### src/rtl/wr_sel_decoder_pkg.sv
// Shared types and helpers for the register-file write-select decoder.
package wr_sel_pkg;

  typedef enum logic [1:0] {
    IDLE  = 2'd0,
    SWEEP = 2'd1,
    DONE  = 2'd2
  } state_t;

  // Widest decoder the helper function can build; instances slice the low DEPTH bits.
  localparam int MAX_ADDR_W = 8;
  localparam int MAX_DEPTH  = 1 << MAX_ADDR_W;

  function automatic int depth_of(input int addr_w);
    return 1 << addr_w;
  endfunction

  // Reversed one-hot: address a drives bit depth-1-a, matching the legacy decoder.
  function automatic logic [MAX_DEPTH-1:0] onehot_rev(input logic [MAX_ADDR_W-1:0] addr,
                                                      input int depth);
    logic [MAX_DEPTH-1:0] v;
    v = '0;
    for (int i = 0; i < MAX_DEPTH; i++) begin
      v[i] = (i == (depth - 1 - int'(addr)));
    end
    return v;
  endfunction

endpackage

### src/rtl/wr_sel_decoder_if.sv
// Write-request handshake: a request transfers on a cycle where req_valid && req_ready.
// The source must hold req_valid/req_addr stable until the transfer cycle.
interface wr_sel_decoder_if #(
  parameter int ADDR_W = 5
);
  logic              req_valid;
  logic              req_ready;
  logic [ADDR_W-1:0] req_addr;

  modport master (output req_valid, output req_addr, input  req_ready);
  modport slave  (input  req_valid, input  req_addr, output req_ready);
endinterface

### src/rtl/wr_sel_onehot.sv
// Combinational ADDR_W -> DEPTH reversed one-hot decoder with enable.
module wr_sel_onehot
  import wr_sel_pkg::*;
#(
  parameter int ADDR_W = 5,
  parameter int DEPTH  = 32
) (
  input  logic              en,
  input  logic [ADDR_W-1:0] addr,
  output logic [DEPTH-1:0]  sel
);

  logic [MAX_DEPTH-1:0] full;
  logic                 unused_full;

  always_comb begin
    full = onehot_rev(MAX_ADDR_W'(addr), DEPTH);
    sel  = en ? full[DEPTH-1:0] : '0;
  end

  assign unused_full = ^full;

endmodule

### src/rtl/wr_sel_decoder.sv
// Registered write-select decoder with self-timed register-file clear sweep.
// Optional one-hot checker on sel is enabled with macro WR_SEL_ONEHOT_CHK_EN.
module wr_sel_decoder
  import wr_sel_pkg::*;
#(
  parameter int  ADDR_W    = 5,
  parameter bit  MASK_ZERO = 1'b1,
  localparam int DEPTH     = depth_of(ADDR_W)
) (
  input  logic             clk,
  input  logic             rst_n,
  wr_sel_decoder_if.slave  req,
  input  logic             sweep_start,
  output logic [DEPTH-1:0] sel,
  output logic             sweep_active,
  output logic             sweep_done,
  output logic             masked,
  output logic             err,
  output state_t           dbg_state
);

  state_t            state_q, state_d;
  logic [ADDR_W-1:0] cnt_q, cnt_d;
  logic [DEPTH-1:0]  sel_q, sel_d;
  logic              active_q, active_d;
  logic              done_q, done_d;
  logic              masked_q, masked_d;

  logic              accept;
  logic              zero_hit;
  logic              sweep_next;
  logic [ADDR_W-1:0] dec_addr;
  logic              dec_en;
  logic [DEPTH-1:0]  dec_sel;

  // sweep_start wins over a same-cycle request, so ready drops combinationally.
  assign req.req_ready = (state_q == IDLE) && !sweep_start;

  always_comb begin
    state_d = state_q;
    cnt_d   = cnt_q;
    case (state_q)
      IDLE: begin
        if (sweep_start) begin
          state_d = SWEEP;
          cnt_d   = '0;
        end
      end
      SWEEP: begin
        if (cnt_q == ADDR_W'(DEPTH - 1)) state_d = DONE;
        else                             cnt_d   = cnt_q + 1'b1;
      end
      DONE:    state_d = IDLE;
      default: state_d = IDLE;
    endcase
  end

  // Outputs are decoded from the next state so sel lines up with the state it belongs to.
  always_comb begin
    accept     = req.req_valid && req.req_ready;
    zero_hit   = MASK_ZERO && (req.req_addr == '0);
    sweep_next = (state_d == SWEEP);
    dec_addr   = sweep_next ? cnt_d : req.req_addr;
    dec_en     = sweep_next || (accept && !zero_hit);
    active_d   = sweep_next;
    done_d     = (state_d == DONE);
    masked_d   = accept && zero_hit;
  end

  wr_sel_onehot #(
    .ADDR_W (ADDR_W),
    .DEPTH  (DEPTH)
  ) u_onehot (
    .en   (dec_en),
    .addr (dec_addr),
    .sel  (dec_sel)
  );

  assign sel_d = dec_sel;

  always_ff @(posedge clk or negedge rst_n) begin
    if (!rst_n) begin
      state_q  <= IDLE;
      cnt_q    <= '0;
      sel_q    <= '0;
      active_q <= 1'b0;
      done_q   <= 1'b0;
      masked_q <= 1'b0;
    end else begin
      state_q  <= state_d;
      cnt_q    <= cnt_d;
      sel_q    <= sel_d;
      active_q <= active_d;
      done_q   <= done_d;
      masked_q <= masked_d;
    end
  end

`ifdef WR_SEL_ONEHOT_CHK_EN
  logic err_q, err_d;

  // x & (x-1) is non-zero exactly when two or more bits are set.
  always_comb begin
    err_d = err_q | ((sel_q & (sel_q - 1'b1)) != '0);
  end

  always_ff @(posedge clk or negedge rst_n) begin
    if (!rst_n) err_q <= 1'b0;
    else        err_q <= err_d;
  end

  assign err = err_q;
`else
  assign err = 1'b0;
`endif

  assign sel          = sel_q;
  assign sweep_active = active_q;
  assign sweep_done   = done_q;
  assign masked       = masked_q;
  assign dbg_state    = state_q;

endmodule

### src/flat_wrapper.sv
// flat-port wrapper written by rule: the top's interface ports become plain ports
module wr_sel_decoder_flat import wr_sel_pkg::*;
#(
  parameter int  ADDR_W    = 5,
  parameter bit  MASK_ZERO = 1'b1,
  localparam int DEPTH     = depth_of(ADDR_W)
)
  (clk, rst_n, sweep_start, sel, sweep_active, sweep_done, masked, err, dbg_state, req_req_valid, req_req_addr, req_req_ready);
  wr_sel_decoder_if #(.ADDR_W(ADDR_W)) req_i ();
  input  logic clk;
  input  logic rst_n;
  input  logic sweep_start;
  output logic [DEPTH-1:0] sel;
  output logic sweep_active;
  output logic sweep_done;
  output logic masked;
  output logic err;
  output state_t dbg_state;
  input wire logic [$bits(req_i.req_valid)-1:0] req_req_valid;
  input wire logic [$bits(req_i.req_addr)-1:0] req_req_addr;
  output wire logic [$bits(req_i.req_ready)-1:0] req_req_ready;
  assign req_i.req_valid = req_req_valid;
  assign req_i.req_addr = req_req_addr;
  assign req_req_ready = req_i.req_ready;
  wr_sel_decoder #(.ADDR_W(ADDR_W), .MASK_ZERO(MASK_ZERO)) u_core (.clk(clk), .rst_n(rst_n), .req(req_i), .sweep_start(sweep_start), .sel(sel), .sweep_active(sweep_active), .sweep_done(sweep_done), .masked(masked), .err(err), .dbg_state(dbg_state));
endmodule
### config.mk
export PLATFORM = sky130hd
export DESIGN_NAME = wr_sel_decoder_flat
export DESIGN_NICKNAME = d
export VERILOG_FILES = /design/src/rtl/wr_sel_decoder_pkg.sv /design/src/rtl/wr_sel_decoder_if.sv /design/src/rtl/wr_sel_onehot.sv /design/src/rtl/wr_sel_decoder.sv /design/src/flat_wrapper.sv
export SDC_FILE = /design/constraint.sdc
export NUM_CORES = 1
export LEC_CHECK = 0
export CAP_MARGIN = 20
export CORE_MARGIN = 1
export CORE_UTILIZATION = 30
export CTS_CLUSTER_DIAMETER = 80
export CTS_CLUSTER_SIZE = 28
export DETAILED_ROUTE_END_ITERATION = 8
export HOLD_SLACK_MARGIN = 0.15
export PLACE_DENSITY = 0.61
export SYNTH_ARGS = -nofsm -noshare
export SYNTH_HDL_FRONTEND = slang
export SYNTH_HIERARCHICAL = 1
export SYNTH_SLANG_ARGS = --single-unit
### constraint.sdc
create_clock -name clk -period 1.83 [get_ports clk]
set_input_delay 0.183 -clock clk [delete_from_list [all_inputs] [get_ports clk]]
set_output_delay 0.183 -clock clk [all_outputs]
set_load 0.05 [all_outputs]
# ---- Word level (Yosys, flattened, before mapping)
# Index checks and enable logic that the tools add are counted.
dict set report totals {
  ff_bits 42
  input_bits 9
  out_inout_bits 39
  wordCells 61
}
dict set report op_classes {
  addsub 2
  eq_ne 35
  mux 8
  n_reduce_logical 10
}
# cell n
set ops {}
lappend ops {{$eq 6x32->1 const A} 16}
lappend ops {{$eq 5x32->1 const A} 8}
lappend ops {{$eq 4x32->1 const A} 4}
lappend ops {{$eq 3x32->1 const A} 2}
lappend ops {{$eq 2x32->1 const A} 1}
lappend ops {{$logic_not 32->1} 1}
lappend ops {{$mux 32} 1}
lappend ops {{$mux 5} 3}
lappend ops {{$pmux 5 s2} 1}
lappend ops {{$sub 5x5->6 const A} 1}
lappend ops {{$add 5x1->5 const B} 1}
lappend ops {{$eq 5x5->1 const B} 1}
lappend ops {{$logic_not 5->1} 1}
lappend ops {{$eq 2x1->1 const B} 2}
lappend ops {{$logic_and 1x1->1} 4}
lappend ops {{$mux 2} 2}
lappend ops {{$pmux 2 s2} 1}
lappend ops {{$eq 2x2->1 const B} 1}
lappend ops {{$logic_not 1->1} 2}
lappend ops {{$logic_not 2->1} 1}
lappend ops {{$logic_or 1x1->1} 1}

# ---- Logic depth before layout (Yosys ltp)
dict set report depth {
  word_depth 8
  ltp_mapped 9
  ltp_nobuf 7
}

# ---- Cells and area by module
# The synthesis kept the hierarchy.
# mod instances cells_per_inst area_per_inst_um2 seq_area_each_um2
set by_module_without_submodules {}
lappend by_module_without_submodules {wr_sel_decoder 1 94 1422.6 1051.0}
lappend by_module_without_submodules {wr_sel_onehot 1 47 234.0 0.0}

# ---- Least setup slack after synthesis
# No wires, ideal clock.
dict set report synth_timing {
  path_type {reg-to-reg}
  start {reg u_core.state_q[1], in the netlist u_core/dbg_state[1]}
  end {reg u_core.sel_q[7], in the netlist u_core/sel[7]}
  setup_ns 0.074
  t_arrival_ns 3.221
  required_ns 1.756
  path_slack_ns -1.465
  stages_incl_launch_ff 7
  path_buffers 1
  synth_period_minus_slack_ns 3.295
  path_cell_list {dfrtp_1 > buf_4 > nor3_1 > nand2_1 > o21ai_0 > or4b_4 > nor2_1}
}
dict set report synth_via {
  elab_cells_between_ends 15
  cone_classes {add/sub: 1; eq/ne: 3; mux: 6; reduce/logical: 5}
}
# item line_no
set synth_lines {}
lappend synth_lines {{start, declared} wr_sel_decoder.sv:22} ;# state_t state_q, state_d;
lappend synth_lines {{start signal, assigned} wr_sel_decoder.sv:90} ;# state_q <= state_d;
lappend synth_lines {{$logic_not 2->1} wr_sel_decoder.sv:37} ;# assign req.req_ready = (state_q == IDLE) && !sweep_start;
lappend synth_lines {{$logic_and 1x1->1} wr_sel_decoder.sv:37}
lappend synth_lines {{named net req_req_ready} flat_wrapper.sv:21} ;# output wire logic [$bits(req_i.req_ready)-1:0] req_req_ready;
lappend synth_lines {{$logic_and 1x1->1} wr_sel_decoder.sv:60} ;# accept = req.req_valid && req.req_ready;
lappend synth_lines {{$logic_and 1x1->1} wr_sel_decoder.sv:64} ;# dec_en = sweep_next || (accept && !zero_hit);
lappend synth_lines {{$logic_or 1x1->1} wr_sel_decoder.sv:64}
lappend synth_lines {{named net u_core.dec_en} wr_sel_decoder.sv:33} ;# logic dec_en;
lappend synth_lines {{$mux 32} wr_sel_onehot.sv:18} ;# sel = en ? full[DEPTH-1:0] : '0;
lappend synth_lines {{named net u_core.dec_sel[7]} wr_sel_decoder.sv:34} ;# logic [DEPTH-1:0] dec_sel;
lappend synth_lines {{end signal, assigned} wr_sel_decoder.sv:92} ;# sel_q <= sel_d;
lappend synth_lines {{end, declared} wr_sel_decoder.sv:24} ;# logic [DEPTH-1:0] sel_q, sel_d;
# The timed path passes the listed nets, and every way through them passes these cells.

# ---- Final worst setup path
dict set report layout_timing {
  start {reg u_core.cnt_q[1]}
  end {reg u_core.sel_q[23], in the netlist u_core/sel[23]}
}
dict set report layout_via {
  elab_chain_cells 8
  elab_cells_between_ends 13
  cone_classes {add/sub: 2; eq/ne: 3; mux: 7; reduce/logical: 1}
}
# item line_no
set layout_lines {}
lappend layout_lines {{start, declared} wr_sel_decoder.sv:23} ;# logic [ADDR_W-1:0] cnt_q, cnt_d;
lappend layout_lines {{start signal, assigned} wr_sel_decoder.sv:91} ;# cnt_q <= cnt_d;
lappend layout_lines {{$eq 5x5->1 *} wr_sel_decoder.sv:50} ;# if (cnt_q == ADDR_W'(DEPTH - 1)) state_d = DONE;
lappend layout_lines {{$mux 2} wr_sel_decoder.sv:50}
lappend layout_lines {{$pmux 2 s2} wr_sel_decoder.sv:42} ;# case (state_q)
lappend layout_lines {{$eq 2x1->1} wr_sel_decoder.sv:62} ;# sweep_next = (state_d == SWEEP);
lappend layout_lines {{$mux 5 *} wr_sel_decoder.sv:63} ;# dec_addr = sweep_next ? cnt_d : req.req_addr;
lappend layout_lines {{named net u_core.dec_addr[0]} wr_sel_decoder.sv:32} ;# logic [ADDR_W-1:0] dec_addr;
lappend layout_lines {{$sub 5x5->6 *} wr_sel_decoder_pkg.sv:24} ;# v[i] = (i == (depth - 1 - int'(addr)));
lappend layout_lines {{$eq 6x32->1 *} wr_sel_decoder_pkg.sv:24}
lappend layout_lines {{$mux 32 *} wr_sel_onehot.sv:18}
lappend layout_lines {{named net u_core.dec_sel[23]} wr_sel_decoder.sv:34}
# The timed path passes the listed nets; every way through them passes the cells marked *.

==> results.yml <==
synth:
  synth_warnings: 6
  synthFlopType: "dfrtp_1"
  synthesis.nets: 151
  synth-seq-cells: 42
  synth_area_leaders: "dfrtp_1, nor2_1, nand4bb_1, nand4b_1, nand4_4"
  synth_compound_area_frac: 0.0823
  synth_xor_area_frac: 0.00529
  syn_avg_cell_area_sq_um: 11.7
  synth.top_cell.area_share: 0.634
  yosys.area.top_type: "dfrtp_1"
  synth_edf_count: 0
  synth.area.mux_share: 0.00906
  ys_async_sr_fraction: 1.00
  synth-simple-area-share: 0.225
  syn_inst: 141
  synth_top_family_by_area: "simple AND/OR/NAND/NOR gates"
  yosysSeqAreaShare: 0.634
  syn_area_sq_mm: 0.00166
  ys_types: 40
  synth-adder-area-share: 0.00755
min_path:
  hp-class: "input pin to async pin"
sta:
  setup_violations: 17
  rsz0062_at_grt: "true"
  finalCritPeriodShare: 1.07
  maxSlewHeadroom: 0.663
  finalClockSkew_ns: 0.00303
  finalMaxSlewViolations: 0
  worst_pin_slew_ns: 0.505
  finalHoldViolCount: 0
  finalCriticalPeriod_ns: 1.97
  timing.fmax_mhz: 509
  setup_slack_ns: -0.136
clock_tree:
  cts_made_buffers: 5
  clock-sinks: 42
  cts_tree: "done"
  cts_max_path_buffers: 2
  clk_pin_slew_ns: 0.07
  htree_levels: 2
  clockRootBuffer: "clkbuf_8"
  clk_latency_ns: 0.28
detailed_routing:
  drt_pre_antenna_iters: 4
  avgRoutedWirePerCell_um: 13.2
  wirelength_mm: 3.91
  ant_nets: 0
  drc: 0
  vias: 1321
  drtIter0Drc: 53
  viasPerCell: 4.45
die:
  die_x_um: 76.3
  placementRows: 26
  start_util: 0.318
  pin_count: 48
  dieHeight_um: 76.3
  die_area_sq_mm: 0.00582
  fp.coreArea_sq_mm: 0.00520
cells_and_area:
  utilization: 0.538
  fin_nets: 237
  fillers: 464
  antenna_cells: 0
  drive_above_1_share: 0.357
  multiInputGateArea_sq_um: 717
  syn2layout_area_growth_pct: 69.1
  final-seq-area_sq_mm: 0.00105
place:
  gp_congestion: 0.773
  portBuffers: 46
  hpwl_mm: 2.77
  post-place-ws_ns: -0.304
power:
  switchingPower_mw: 2.48
  p_comb_frac: 0.671
  p_per_area_mw_per_mm2: 2000
  ir_worst_vdd_v: 0.00100
  p_seq_frac: 0.233
  p_int_mw: 3.12
  swShare: 0.442
  leakage_nw: 1.23
  clkPwrFrac: 0.096
global_route:
  overflow: 0
  grt_max_degree: 36
  track_usage: 0.140
  grt_pass1_wl_mm: 6.44
  antenna_found_initial: 0
  grt_pass1_vias: 1310
setup_path:
  worstPathCellList: "ha_4, and4_4, buf_6, nor3_2, or2_1, or4b_4, nor2_2"
  rr_startpoint: "u_core/cnt_q[1]"
  critical_path_class: "flip-flop to flip-flop"
  rrSetupSlack_ns: -0.14
  crit_buf_inv: 1
  cp_top_family: "simple AND/OR/NAND/NOR gates"
  cp.required_ns: 2.05
  slowest_delay_ns: 0.58
  rr_endpoint: "u_core/sel[23]"
  crit_path_end_kind: "flip-flop"
  worst_setup_path_start_kind: "flip-flop"
  reg2reg_depth: 7
  slowest_stage: "or4b_4"
  arrival_ns: 2.18
  cp_max_fo: 4
job:
  maxCapViolCount: 0
status:
  violations: "setup timing"
  status: "finished with violations"
## how the worst max path moves through the flow
stage | startpoint | cells after the start | slack [ns] | end
2_1_floorplan | u_core/dbg_state[1] | 6 | -0.29 | u_core/sel[15]
4_1_cts | u_core/cnt_q[1] | 7 | -0.09 | u_core/sel[23]
6_report | u_core/cnt_q[1] | 7 | -0.14 | u_core/sel[23]
3_5_place_dp | u_core/cnt_q[0] | 7 | -0.30 | u_core/sel[23]
5_1_grt | u_core/cnt_q[1] | 7 | -0.19 | u_core/sel[23]
3_3_place_gp | u_core/cnt_q[0] | 7 | -0.25 | u_core/sel[15]
## per-stage QoR
| stage | hold slack, ns | instances | power, mW | cell area [sq um] | setup TNS, ns |
|---|---|---|---|---|---|
| after floorplan | -0.113 | 141 | 3.37 | 1760 | -2.79 |
| after global placement | 0.0402 | 283 | 4.58 | 2530 | -5.46 |
| after detailed placement | 0.0384 | 283 | 4.61 | 2530 | -5.45 |
| after CTS | 0.273 | 293 | 5.39 | 2710 | -0.306 |
| after global routing | 0.287 | 297 | 5.93 | 2800 | -3.71 |
| final | 0.273 | 297 | 5.60 | 2800 | -0.666 |
## registers in the layout (all words and copies together), names as in the netlist
register and cells:
u_core/cnt_q 5, u_core/sweep_active 1, u_core/masked 1, u_core/dbg_state 2
u_core/sweep_done 1, u_core/sel 32
## power groups by stage
stage | logic [mW] | clock network (mW) | registers (mW)
floorplan | 1.34 | 0 | 2.02
global placement | 3.27 | 0 | 1.31
detailed placement | 3.30 | 0 | 1.31
CTS | 3.53 | 0.556 | 1.30
global route | 4.01 | 0.588 | 1.34
finish | 3.76 | 0.537 | 1.30
## cells by family (layout without fill, tap and decap cells)
kind of cell	after synthesis	count (layout)
flip-flops	42	42
adder cells (fa/ha/maj)	1	1
other	1	1
buffers and inverters	11	97
multiplexers	1	1
AND/OR/NAND/NOR	67	67
XOR/XNOR	1	1
AO/OA/AOI/OAI	17	17
## cell usage in the layout (no fill, tap or decap), types with 3 or more instances in the layout
| cell | Yosys | final |
|---|---|---|
| nor2_1 | 36 | 32 |
| clkdlybuf4s50_1 | 0 | 42 |
| buf_6 | 1 | 4 |
| a21oi_1 | 3 | 3 |
| clkbuf_8 | 0 | 5 |
| nor2_2 | 0 | 4 |
| inv_1 | 4 | 4 |
| nand3_1 | 4 | 4 |
| dfrtp_1 | 42 | 40 |
| nand4b_1 | 3 | 3 |
| buf_12 | 0 | 7 |
| buf_4 | 2 | 30 |
| nand4bb_1 | 3 | 3 |
## timing repair
action | in CTS | in global routing
setup endpoints to repair | 32 | 32
pin swaps | 7 | 9
gates cloned | 0 | 0
hold buffers | 1 | 0
buffers inserted | 2 | 4
resized for setup | 13 | 12
endpoints found under the hold margin | 42 | 0
## cell type report
| cell class | instances | share of cell area |
|---|---|---|
| Clock buffer | 5 | 0.0246 |
| Clock inverter | 2 | 0.00357 |
| Sequential cell | 42 | 0.376 |
| Timing Repair Buffer | 85 | 0.302 |
| Inverter | 5 | 0.00670 |
| Multi-Input combinational cell | 88 | 0.256 |
| Tap cell | 70 | 0.0313 |
## per-layer routing
layer | global-route usage | wire [um] | vias to the layer above
met2 | 0.229 | 1970 | 41
li1 | - | - | 652
met3 | 0.0299 | 139 | 7
met5 | 0 | 0 | -
met1 | 0.183 | 1730 | 621
met4 | 0.0538 | 68 | 0
## synth_stat cells (all sizes together), types with 3 or more instances
cell,n
nand3,4
inv,5
buf,3
nand4bb,3
clkbuf,3
dfrtp,42
nor3,4
nand4b,3
a21oi,4
nor2,36
nand2b,4
Note: power is estimated with default switching activity, not from simulation.
